## src/rtl/hub75_row_shifter.sv

```systemverilog
// HUB75 row shifter: serialises one captured row pair onto the panel data lines, then blanks, updates address, latches and holds lit.
// Latency: first column on the data lines one cycle after accept; ready returns 1+2T*NUM_COLS+2T+ON_CYCLES cycles after accept.
// Backpressure: row_ready_out is low from the cycle after accept until the lit-hold period ends; row_valid_in is ignored while busy.
module hub75_row_shifter #(
    parameter int NUM_COLS     = 64,
    parameter int WRITE_FREQ   = 1_000_000,
    parameter int SYS_CLK_FREQ = 100_000_000,
    parameter int ON_CYCLES    = 256
) (
    input  logic                         clk_in,
    input  logic                         reset_in,
    input  logic                         row_valid_in,
    output logic                         row_ready_out,
    input  logic [3:0]                   row_addr_in,
    input  logic [2:0][NUM_COLS-1:0]     col_top_in,
    input  logic [2:0][NUM_COLS-1:0]     col_bot_in,
    output logic [2:0]                   rgb_top_out,
    output logic [2:0]                   rgb_bot_out,
    output logic                         bit_clk_out,
    output logic                         latch_out,
    output logic                         oe_n_out,
    output logic [3:0]                   addr_out
);

    // Half bit-clock period in clk_in cycles; every shift/blank/latch phase lasts this long.
    localparam int T_CYC  = SYS_CLK_FREQ / (2 * WRITE_FREQ);
    localparam int PH_MAX = (T_CYC > ON_CYCLES) ? T_CYC : ON_CYCLES;
    localparam int PH_W   = (PH_MAX > 1) ? $clog2(PH_MAX) : 1;
    localparam int COL_W  = $clog2(NUM_COLS);

    localparam logic [PH_W-1:0]  T_LOAD   = PH_W'(T_CYC - 1);
    localparam logic [PH_W-1:0]  ON_LOAD  = PH_W'((ON_CYCLES > 0) ? ON_CYCLES - 1 : 0);
    localparam logic [COL_W-1:0] COL_LAST = COL_W'(NUM_COLS - 1);

    if (T_CYC < 1) begin : g_bad_t
        $error("hub75_row_shifter: SYS_CLK_FREQ/(2*WRITE_FREQ) must be at least 1");
    end
    if (NUM_COLS < 2) begin : g_bad_cols
        $error("hub75_row_shifter: NUM_COLS must be at least 2");
    end

    typedef enum logic [2:0] {
        IDLE     = 3'd0,
        SHIFT_LO = 3'd1,
        SHIFT_HI = 3'd2,
        BLANK    = 3'd3,
        LATCH    = 3'd4,
        HOLD     = 3'd5
    } state_t;

    state_t                     state_q, state_d;
    logic [PH_W-1:0]            ph_q, ph_d;
    logic [COL_W-1:0]           col_q, col_d;
    logic [2:0][NUM_COLS-1:0]   top_q, top_d;
    logic [2:0][NUM_COLS-1:0]   bot_q, bot_d;
    logic [3:0]                 row_addr_q, row_addr_d;
    logic                       ready_q, ready_d;
    logic [2:0]                 rgb_top_q, rgb_top_d;
    logic [2:0]                 rgb_bot_q, rgb_bot_d;
    logic                       bit_clk_q, bit_clk_d;
    logic                       latch_q, latch_d;
    logic                       oe_n_q, oe_n_d;
    logic [3:0]                 addr_q, addr_d;

    // Next-state and next-output logic; phase counter counts down from its load value to zero.
    always_comb begin
        state_d    = state_q;
        ph_d       = ph_q;
        col_d      = col_q;
        top_d      = top_q;
        bot_d      = bot_q;
        row_addr_d = row_addr_q;
        ready_d    = ready_q;
        rgb_top_d  = rgb_top_q;
        rgb_bot_d  = rgb_bot_q;
        bit_clk_d  = bit_clk_q;
        latch_d    = latch_q;
        oe_n_d     = oe_n_q;
        addr_d     = addr_q;

        case (state_q)
            IDLE: begin
                ready_d = 1'b1;
                if (row_valid_in && ready_q) begin
                    top_d      = col_top_in;
                    bot_d      = col_bot_in;
                    row_addr_d = row_addr_in;
                    ready_d    = 1'b0;
                    state_d    = SHIFT_LO;
                    ph_d       = T_LOAD;
                    col_d      = COL_LAST;
                    bit_clk_d  = 1'b0;
                    for (int c = 0; c < 3; c++) begin
                        rgb_top_d[c] = col_top_in[c][NUM_COLS-1];
                        rgb_bot_d[c] = col_bot_in[c][NUM_COLS-1];
                    end
                end
            end
            SHIFT_LO: begin
                if (ph_q == '0) begin
                    state_d   = SHIFT_HI;
                    ph_d      = T_LOAD;
                    bit_clk_d = 1'b1;
                end else begin
                    ph_d = ph_q - 1'b1;
                end
            end
            SHIFT_HI: begin
                if (ph_q != '0) begin
                    ph_d = ph_q - 1'b1;
                end else if (col_q != '0) begin
                    col_d     = col_q - 1'b1;
                    state_d   = SHIFT_LO;
                    ph_d      = T_LOAD;
                    bit_clk_d = 1'b0;
                    for (int c = 0; c < 3; c++) begin
                        rgb_top_d[c] = top_q[c][col_d];
                        rgb_bot_d[c] = bot_q[c][col_d];
                    end
                end else begin
                    // Blank before touching the address so the panel never shows a row at the wrong address.
                    state_d   = BLANK;
                    ph_d      = T_LOAD;
                    bit_clk_d = 1'b0;
                    rgb_top_d = '0;
                    rgb_bot_d = '0;
                    oe_n_d    = 1'b1;
                    addr_d    = row_addr_q;
                end
            end
            BLANK: begin
                if (ph_q == '0) begin
                    state_d = LATCH;
                    ph_d    = T_LOAD;
                    latch_d = 1'b1;
                end else begin
                    ph_d = ph_q - 1'b1;
                end
            end
            LATCH: begin
                if (ph_q == '0) begin
                    latch_d = 1'b0;
                    oe_n_d  = 1'b0;
                    if (ON_CYCLES > 0) begin
                        state_d = HOLD;
                        ph_d    = ON_LOAD;
                    end else begin
                        state_d = IDLE;
                        ready_d = 1'b1;
                    end
                end else begin
                    ph_d = ph_q - 1'b1;
                end
            end
            HOLD: begin
                if (ph_q == '0) begin
                    state_d = IDLE;
                    ready_d = 1'b1;
                end else begin
                    ph_d = ph_q - 1'b1;
                end
            end
            default: begin
                state_d = IDLE;
            end
        endcase
    end

    // State and registered outputs; reset forces the panel blanked and the block not ready.
    always_ff @(posedge clk_in or posedge reset_in) begin
        if (reset_in) begin
            state_q    <= IDLE;
            ph_q       <= '0;
            col_q      <= '0;
            top_q      <= '0;
            bot_q      <= '0;
            row_addr_q <= '0;
            ready_q    <= 1'b0;
            rgb_top_q  <= '0;
            rgb_bot_q  <= '0;
            bit_clk_q  <= 1'b0;
            latch_q    <= 1'b0;
            oe_n_q     <= 1'b1;
            addr_q     <= '0;
        end else begin
            state_q    <= state_d;
            ph_q       <= ph_d;
            col_q      <= col_d;
            top_q      <= top_d;
            bot_q      <= bot_d;
            row_addr_q <= row_addr_d;
            ready_q    <= ready_d;
            rgb_top_q  <= rgb_top_d;
            rgb_bot_q  <= rgb_bot_d;
            bit_clk_q  <= bit_clk_d;
            latch_q    <= latch_d;
            oe_n_q     <= oe_n_d;
            addr_q     <= addr_d;
        end
    end

    assign row_ready_out = ready_q;
    assign rgb_top_out   = rgb_top_q;
    assign rgb_bot_out   = rgb_bot_q;
    assign bit_clk_out   = bit_clk_q;
    assign latch_out     = latch_q;
    assign oe_n_out      = oe_n_q;
    assign addr_out      = addr_q;

endmodule

```

## config.mk

```make
export PLATFORM = sky130hd
export DESIGN_NAME = hub75_row_shifter
export DESIGN_NICKNAME = d
export VERILOG_FILES = /design/src/rtl/hub75_row_shifter.sv
export SDC_FILE = /design/constraint.sdc
export NUM_CORES = 1
export LEC_CHECK = 0
export CORE_ASPECT_RATIO = 0.8
export CORE_MARGIN = 2
export CORE_UTILIZATION = 48
export CTS_BUF_LIST = sky130_fd_sc_hd__clkbuf_8
export DETAILED_ROUTE_END_ITERATION = 7
export PLACE_DENSITY = 0.76
export SYNTH_ARGS = -nofsm -noshare
export SYNTH_HDL_FRONTEND = slang
export SYNTH_SLANG_ARGS = --single-unit
```

## constraint.sdc

```tcl
create_clock -name clk_in -period 14.78 [get_ports clk_in]
set_input_delay 3.695 -clock clk_in [delete_from_list [all_inputs] [get_ports clk_in]]
set_output_delay 3.695 -clock clk_in [all_outputs]
set_load 0.03 [all_outputs]
```

-- Word-level counts from Yosys, hierarchy flattened
Index checks and enable logic that the tools add are counted.
- register bits after elaboration: 419
- input port bits: 391
- output and inout port bits: 14
- add/subtract/negate cells: 2
- magnitude comparators: 1
- equal/unequal tests: 14
- mux-type cells: 49
- bitwise gates (word level): 2
- reductions and logical operators: 22
- operators with widths (operator ; number):
    $mux 8 ; 5
    $pmux 8 s5 ; 1
    $bmux 1 s6 ; 6
    $mux 3 ; 12
    $mux 6 ; 3
    $ne 2x2->1 const B ; 9
    $pmux 3 s6 ; 1
    $mux 1 ; 13
    $pmux 3 s2 ; 2
    $pmux 6 s2 ; 1
    $reduce_and 3->1 ; 4
    $reduce_and 4->1 ; 3
    $logic_not 8->1 ; 1
    $reduce_bool 2->1 ; 4
    $reduce_bool 8->1 ; 1
    $sub 8x1->8 const B ; 1
    $lt 6x7->1 const B ; 1
    $eq 3x2->1 const B ; 2
    $eq 3x3->1 const B ; 2
    $pmux 1 s2 ; 3
    $reduce_and 6->1 ; 1
    $reduce_bool 6->1 ; 1
    $sub 6x1->6 const B ; 1
    $reduce_bool 5->1 ; 1
    9 further kinds ; 11

-- Logic depth before layout (Yosys ltp)
Gate-level depths: netlist of run 1.
- depth in word-level cells: 6
- depth in mapped cells: 15

-- Worst setup path after synthesis of run 1
OpenSTA, ideal clock, no wires.
- path type: input to register
- start point: input port row_valid_in
- end point: register col_q[2]
- library setup time: 0.082 ns
- arrival time: 4.782 ns
- data required time: 14.698 ns
- path slack: 9.917 ns
- cell stages on the path: 6
- buffers on the path: 0
- path through: nand2_1 -> or2_2 -> a21boi_1 -> o21a_1 -> nor2_1 -> a31oi_1
- word-level cells in the longest chain between the ends: 3
- RTL lines (item ; line ; text):
    start: declaration ; 12 ; input logic row_valid_in,
    $logic_and 1x1->1 ; 84 ; if (row_valid_in && ready_q) begin
    $ne 2x2->1 (no line) ; n/a ;
    $reduce_and 4->1 (no line) ; n/a ;
    end signal: assignment ; 188 ; col_q <= col_d;
    end: declaration ; 53 ; logic [COL_W-1:0] col_q, col_d;
No other way between the ends.
A chain may end at the register's enable or synchronous reset.

-- Worst setup path in the final report of run 1
- start point: input port row_valid_in
- end point: register bot_q[137] (netlist name)
- word-level cells in the longest chain between the ends: 2
- RTL lines (item ; line ; text):
    $logic_and 1x1->1 ; 84 ;
    $reduce_and 2->1 (no line) ; n/a ;
    end signal: assignment ; 190 ; bot_q <= bot_d;
    end: declaration ; 55 ; logic [2:0][NUM_COLS-1:0] bot_q, bot_d;
No other way between the ends.

==> impl_metrics.json, run 1 <==
{
  "status": "finished clean",
  "regToRegEndpoint": "rgb_top_out[0]",
  "setup_viol_count_final": 0,
  "gp_congestion": 0.882,
  "syn_area_sq_mm": 0.0194,
  "core-area_sq_mm": 0.0396,
  "path_delay_family": "buffers and inverters",
  "netlist_top_cells_area": "dfrtp_1 (54%), nand2_1 (24%), mux4_2 (11%)",
  "worst_pin_slew_ns": 1.18,
  "yosys.area_share.simple": 0.252,
  "max_stage_delay_ns": 0.92,
  "async_flop_share": 1.00,
  "clockRootBuffer": "clkbuf_8",
  "drtIter0Drc": 1318,
  "dpl_cell_area_sq_mm": 0.0237,
  "maxCapViolCount": 0,
  "final_common_cell": "nand2_1",
  "start_util": 0.489,
  "cp-end-kind": "flip-flop",
  "crit_slowest_cell": "buf_4",
  "synthMuxAreaShare": 0.132,
  "leakage_nw": 12.3,
  "wirelength_microns": 57000,
  "timing.fmax_mhz": 152,
  "synth-seq-cells": 419,
  "slew_headroom": 0.210,
  "fin_crit_sh": 0.444,
  "grt_usage": 0.274,
  "place_ws_ns": 7.58,
  "cts_buffers": 71,
  "mostFrequentLayoutCells": "nand2_1 (1,219), dfrtp_1 (417), clkdlybuf4s50_1 (404)",
  "fin_skew_ns": 0.0318,
  "cts_resized": 0,
  "worst_path_most_repeated_cell": "nand2_1",
  "cts_hold_buf": 0,
  "min_path_type": "reg2reg",
  "grt_start_max_net_pins": 256,
  "hold_viol": 0,
  "syn-mean-instance-area_sq_um": 9.29,
  "cts_sinks": 419,
  "yosysSeqAreaShare": 0.541,
  "final.setup.worst_slack_ns": 8.22,
  "synth_top_area_share": 0.540,
  "cp_cell_sequence": "clkdlybuf4s50_1, and3_4, buf_12, buf_4, nand2_1, nand2_1",
  "synth_cells": 2085,
  "fin_area_sq_mm": 0.0252,
  "synth_top_family_by_area": "simple AND/OR/NAND/NOR gates",
  "totalNegativeSetupSlack_ns": 0,
  "powerDensity_mw_per_mm2": 200,
  "final_util": 0.636,
  "remaining_drc_errors": 0,
  "cts_buffer_depth": 3,
  "htreeDepth": 3,
  "post-route-min-period_ns": 6.56,
  "worstSetupPathType": "in2reg",
  "ir_worst_vdd_v": 0.000114,
  "drtAntennaViolNets": 0,
  "synth_compound_area_frac": 0.0373,
  "ys.flop_type": "dfrtp_1",
  "dr.pass1.iters": 5,
  "critPathMaxFanout": 234,
  "crit_cells": 6,
  "overflow": 0,
  "synth_xor_area_frac": 0.00220,
  "clk_latency_ns": 0.59,
  "r2r_start": "col_q[0]",
  "final_net_count": 2839,
  "drive_gt1_frac": 0.0920,
  "grt_setup_unrepaired": "false",
  "finalMaxSlewViolations": 0,
  "syn_to_final_growth_pct": 30.1,
  "synth_fa_ha_area_frac": 0.00194,
  "cp_data_required_time_ns": 15.30,
  "num_rows": 65,
  "antenna_found_initial": 12,
  "io_pins": 405,
  "yosys.area.top_type": "dfrtp_1",
  "syn_nets": 2479,
  "cts_tree": "done",
  "synth_enable_flop_cells": 0,
  "ys_types": 61,
  "wire_per_inst_microns": 18.8,
  "grt_pass1_vias": 16700,
  "io_buffers": 404,
  "die_h_microns": 184,
  "post_cts.repair.setup_buffers": 0,
  "critical_path_buf_inv_count": 3,
  "hold_depth": 2,
  "die_area_sq_mm": 0.0420,
  "grt_pass1_wl_microns": 89600,
  "synth_warnings": 0,
  "worstPathArrival_ns": 7.07,
  "min_to": "bot_q[177]",
  "via_count": 16200,
  "clkTransAtPathRegs_ns": 0.06,
  "worst_setup_path_start_kind": "input port",
  "min_from": "bot_q[177]",
  "hpwl_microns": 39000,
  "r2r_setup_slack_ns": 9.90,
  "rr_worst_depth": 8,
  "vias_per_cell": 5.33,
  "fp.dieW_microns": 229
}
==> final cells by class <==
type | instances | area [sq um]
Clock inverter | 35 | 368
Fill cell | 3204 | 14400
Sequential cell | 419 | 10500
Clock buffer | 81 | 1110
Inverter | 13 | 52.6
Multi-Input combinational cell | 1523 | 8310
Antenna cell | 9 | 22.5
Timing Repair Buffer | 417 | 4180
Tap cell | 536 | 671
==> layer usage <==
metal | up-vias | global-route usage | routed length (microns)
met4 | 6 | 0.121 | 2200
met1 | 7868 | 0.366 | 23700
met3 | 136 | 0.0796 | 4940
met2 | 687 | 0.420 | 26100
met5 | - | 0 | 42
li1 | 7472 | - | -
==> how the worst max path moves through the flow <==
stage / startpoint / endpoint / slack, ns
global placement: reset_in / bot_q[26] / 7.68
CTS: reset_in / bot_q[176] / 8.22
finish: row_valid_in / bot_q[137] / 8.22
global route: reset_in / bot_q[178] / 7.77
detailed placement: reset_in / bot_q[162] / 7.58
floorplan: reset_in / addr_out[0] / 5.43
==> registers in the layout (all words and copies together), names as in the netlist <==
signal,count
addr_out,4
bit_clk_out,1
bot_q,192
col_q,6
latch_out,1
oe_n_out,1
ph_q,8
rgb_bot_out,3
rgb_top_out,3
row_addr_q,4
row_ready_out,1
state_q,3
top_q,192
==> per-stage QoR <==
stage	hold slack (ns)	std cells	total power, mW
floorplan	0.437	2085	3.33
global placement	0.451	2908	3.85
detailed placement	0.457	2908	3.94
CTS	0.471	3024	5.07
global route	0.486	3033	5.38
finish	0.468	3033	5.04
==> cell usage after synthesis (4+ instances only) <==
| master | count |
|---|---|
| mux2i_1 | 28 |
| dfrtp_1 | 418 |
| o32ai_1 | 5 |
| nor2_1 | 25 |
| clkbuf_1 | 65 |
| nand2_1 | 1219 |
| buf_1 | 11 |
| buf_2 | 46 |
| o22ai_1 | 11 |
| mux2_2 | 4 |
| nand3_1 | 9 |
| inv_1 | 12 |
| o21ai_0 | 22 |
| buf_4 | 5 |
| a31oi_1 | 11 |
| nor3_1 | 8 |
| mux4_2 | 95 |
| a21oi_1 | 18 |
| o211ai_1 | 8 |
==> cell families (layout without fill, tap and decap cells) <==
group | after synthesis | after routing
adder cells (fa/ha/maj) | 3 | 3
AO/OA/AOI/OAI | 107 | 107
multiplexers | 131 | 131
XOR/XNOR | 4 | 4
buffers and inverters | 143 | 546
other | 0 | 9
flip-flops | 419 | 419
AND/OR/NAND/NOR | 1278 | 1278
==> worst min-delay path, cell delays in order, from the launching register on <==
cell and delay, ns:
dfrtp_1 0.34, nand2_1 0.05, nand2_1 0.05
==> power breakdown <==
part	internal [mW]	switching (mW)
Clock	0.638	0.470
Combinational	0.912	0.940
Sequential	1.72	0.359
Total	3.27	1.77
Power figures use the tool's default switching activity.
==> inputs of run 2 (changes only) <==
==> constraint.sdc (replaced) <==
create_clock -name clk_in -period 5.4 [get_ports clk_in]
set_input_delay 1.35 -clock clk_in [delete_from_list [all_inputs] [get_ports clk_in]]
set_output_delay 1.35 -clock clk_in [all_outputs]
set_load 0.03 [all_outputs]
==> run 2 against run 1 <==
  * First-iteration DRC count up 15%
  * Largest cell class unchanged
  * Clock power increased by 140%
  * Largest power group unchanged
  * Critical path depth rose by 4
  * Routed wire length shrank 0.59%
  * Critical path type is now reg2reg
  * Sequential share of layout area hardly changed
  * Non-clock buffer count up 10
==> impl_metrics.json, run 2 (same netlist as run 1, synthesis figures left out) <==
{
  "top_regs": "bot_q (192), top_q (192), ph_q (8)",
  "slew_headroom": 0.314,
  "cp_cell_sequence": "inv_1, buf_4, ha_4, xor2_4, buf_4, mux4_1, mux2_4, nand3_2, o221ai_2, o221a_1",
  "syn_to_final_growth_pct": 30.1,
  "drive_gt1_frac": 0.0936,
  "overflow": 0,
  "mostFrequentLayoutCells": "nand2_1 (1,219), dfrtp_1 (417), clkdlybuf4s50_1 (404)",
  "grt_pass1_vias": 16500,
  "gp_congestion": 0.852,
  "hold_viol": 0,
  "antenna_found_initial": 9,
  "grt_pass1_wl_microns": 89700,
  "cp_data_required_time_ns": 5.89,
  "wire_per_inst_microns": 18.6,
  "htreeDepth": 3,
  "critical_path_buf_inv_count": 3,
  "cts_sinks": 419,
  "grt_setup_unrepaired": "false",
  "drtIter0Drc": 1515,
  "leakage_nw": 12.3,
  "clockRootBuffer": "clkbuf_8",
  "remaining_drc_errors": 0,
  "max_stage_delay_ns": 0.66,
  "vias_per_cell": 5.32,
  "setup_viol_count_final": 0,
  "fp.dieW_microns": 229,
  "cts_buffer_depth": 3,
  "totalPowerFinal_mw": 13.5,
  "wirelength_microns": 56600,
  "cts_tree": "done",
  "io_pins": 405,
  "fin_skew_ns": 0.0194,
  "path_delay_family": "multiplexers",
  "worstPathArrival_ns": 3.86,
  "critPathMaxFanout": 28,
  "maxCapViolCount": 0,
  "ir_worst_vdd_v": 0.000299,
  "worstSetupPathType": "reg2reg",
  "cts_buffers": 70,
  "post-route-min-period_ns": 3.37,
  "clk_latency_ns": 0.62,
  "die_h_microns": 184,
  "core-area_sq_mm": 0.0396,
  "dr.pass1.iters": 5,
  "io_buffers": 404,
  "status": "finished clean",
  "cts_hold_buf": 0,
  "final_net_count": 2848,
  "hpwl_microns": 39100,
  "drtAntennaViolNets": 0,
  "grt_start_max_net_pins": 208,
  "timing.fmax_mhz": 297,
  "start_util": 0.489,
  "die_area_sq_mm": 0.0420,
  "worst_setup_path_start_kind": "flip-flop",
  "num_rows": 65,
  "dpl_cell_area_sq_mm": 0.0239,
  "cp-end-kind": "flip-flop",
  "final_common_cell": "nand2_1",
  "finalMaxSlewViolations": 0,
  "clkTransAtPathRegs_ns": 0.07,
  "min_path_type": "reg2reg",
  "powerDensity_mw_per_mm2": 537,
  "cts_resized": 0,
  "fin_area_sq_mm": 0.0252,
  "fin_crit_sh": 0.624,
  "grt_usage": 0.274,
  "post_cts.repair.setup_buffers": 0,
  "worst_pin_slew_ns": 1.02,
  "worst_path_most_repeated_cell": "buf_4",
  "via_count": 16200,
  "crit_slowest_cell": "mux4_1"
}
## run 2: changes by cell type in the layout (fill, tap and decap cells not counted)
cell	previous run	this run
clkbuf_8	81	85
bufinv_16	8	0
buf_4	10	13
clkinv_2	5	4
diode_2	9	7
inv_1	28	35
clkinv_4	0	1
clkinvlp_4	5	4
buf_12	3	10
## run 2: cell type report
type | count | area [sq um]
Antenna cell | 7 | 17.5
Clock buffer | 85 | 1170
Clock inverter | 33 | 150
Fill cell | 3132 | 14400
Inverter | 13 | 52.6
Multi-Input combinational cell | 1523 | 8310
Sequential cell | 419 | 10500
Tap cell | 536 | 671
Timing Repair Buffer | 427 | 4340
## run 2: power breakdown
part           leakage [nW]  internal [mW]  switching, mW
registers              5.25           4.72          0.918
logic                  6.34           2.53           2.67
clock network         0.764           1.42           1.28
## run 2: worst paths after layout
| path | startpoint | end | slack, ns | depth (start not counted) |
|---|---|---|---|---|
| setup / recovery | col_q[0] | rgb_top_out[2] | 2.03 | 10 |
| hold / removal | bot_q[120] | bot_q[120] | 0.47 | 2 |
| setup reg to reg | col_q[0] | rgb_top_out[2] | 2.03 | 10 |
| hold reg to reg | bot_q[120] | bot_q[120] | 0.47 | 2 |
| max in group asynchronous | reset_in | bot_q[120] | 2.97 | 3 |
| min in group asynchronous | reset_in | top_q[71] | 1.23 | 2 |
## run 2: tightest hold or removal path, cell delays in order, from the launching register on
cell	delay, ns
dfrtp_1	0.33
nand2_1	0.05
nand2_1	0.05
## run 2: routing by layer
metal  share of wire  global-route usage
met5         0.00097                   0
met2            0.46               0.421
met1            0.43               0.379
met4           0.033               0.112
met3           0.074              0.0648
## run 2: stage by stage
step           worst slack (ns)  hold slack, ns  instances  setup TNS (ns)   util
5_1_grt                    1.85           0.485       3042               0  0.636
4_1_cts                    2.02           0.469       3036               0  0.636
2_1_floorplan             -1.60           0.437       2085         -669.14      -
3_5_place_dp               1.89           0.454       2918               0  0.602
6_report                   2.03           0.468       3043               0  0.636
3_3_place_gp               1.95           0.449       2918               0  0.602
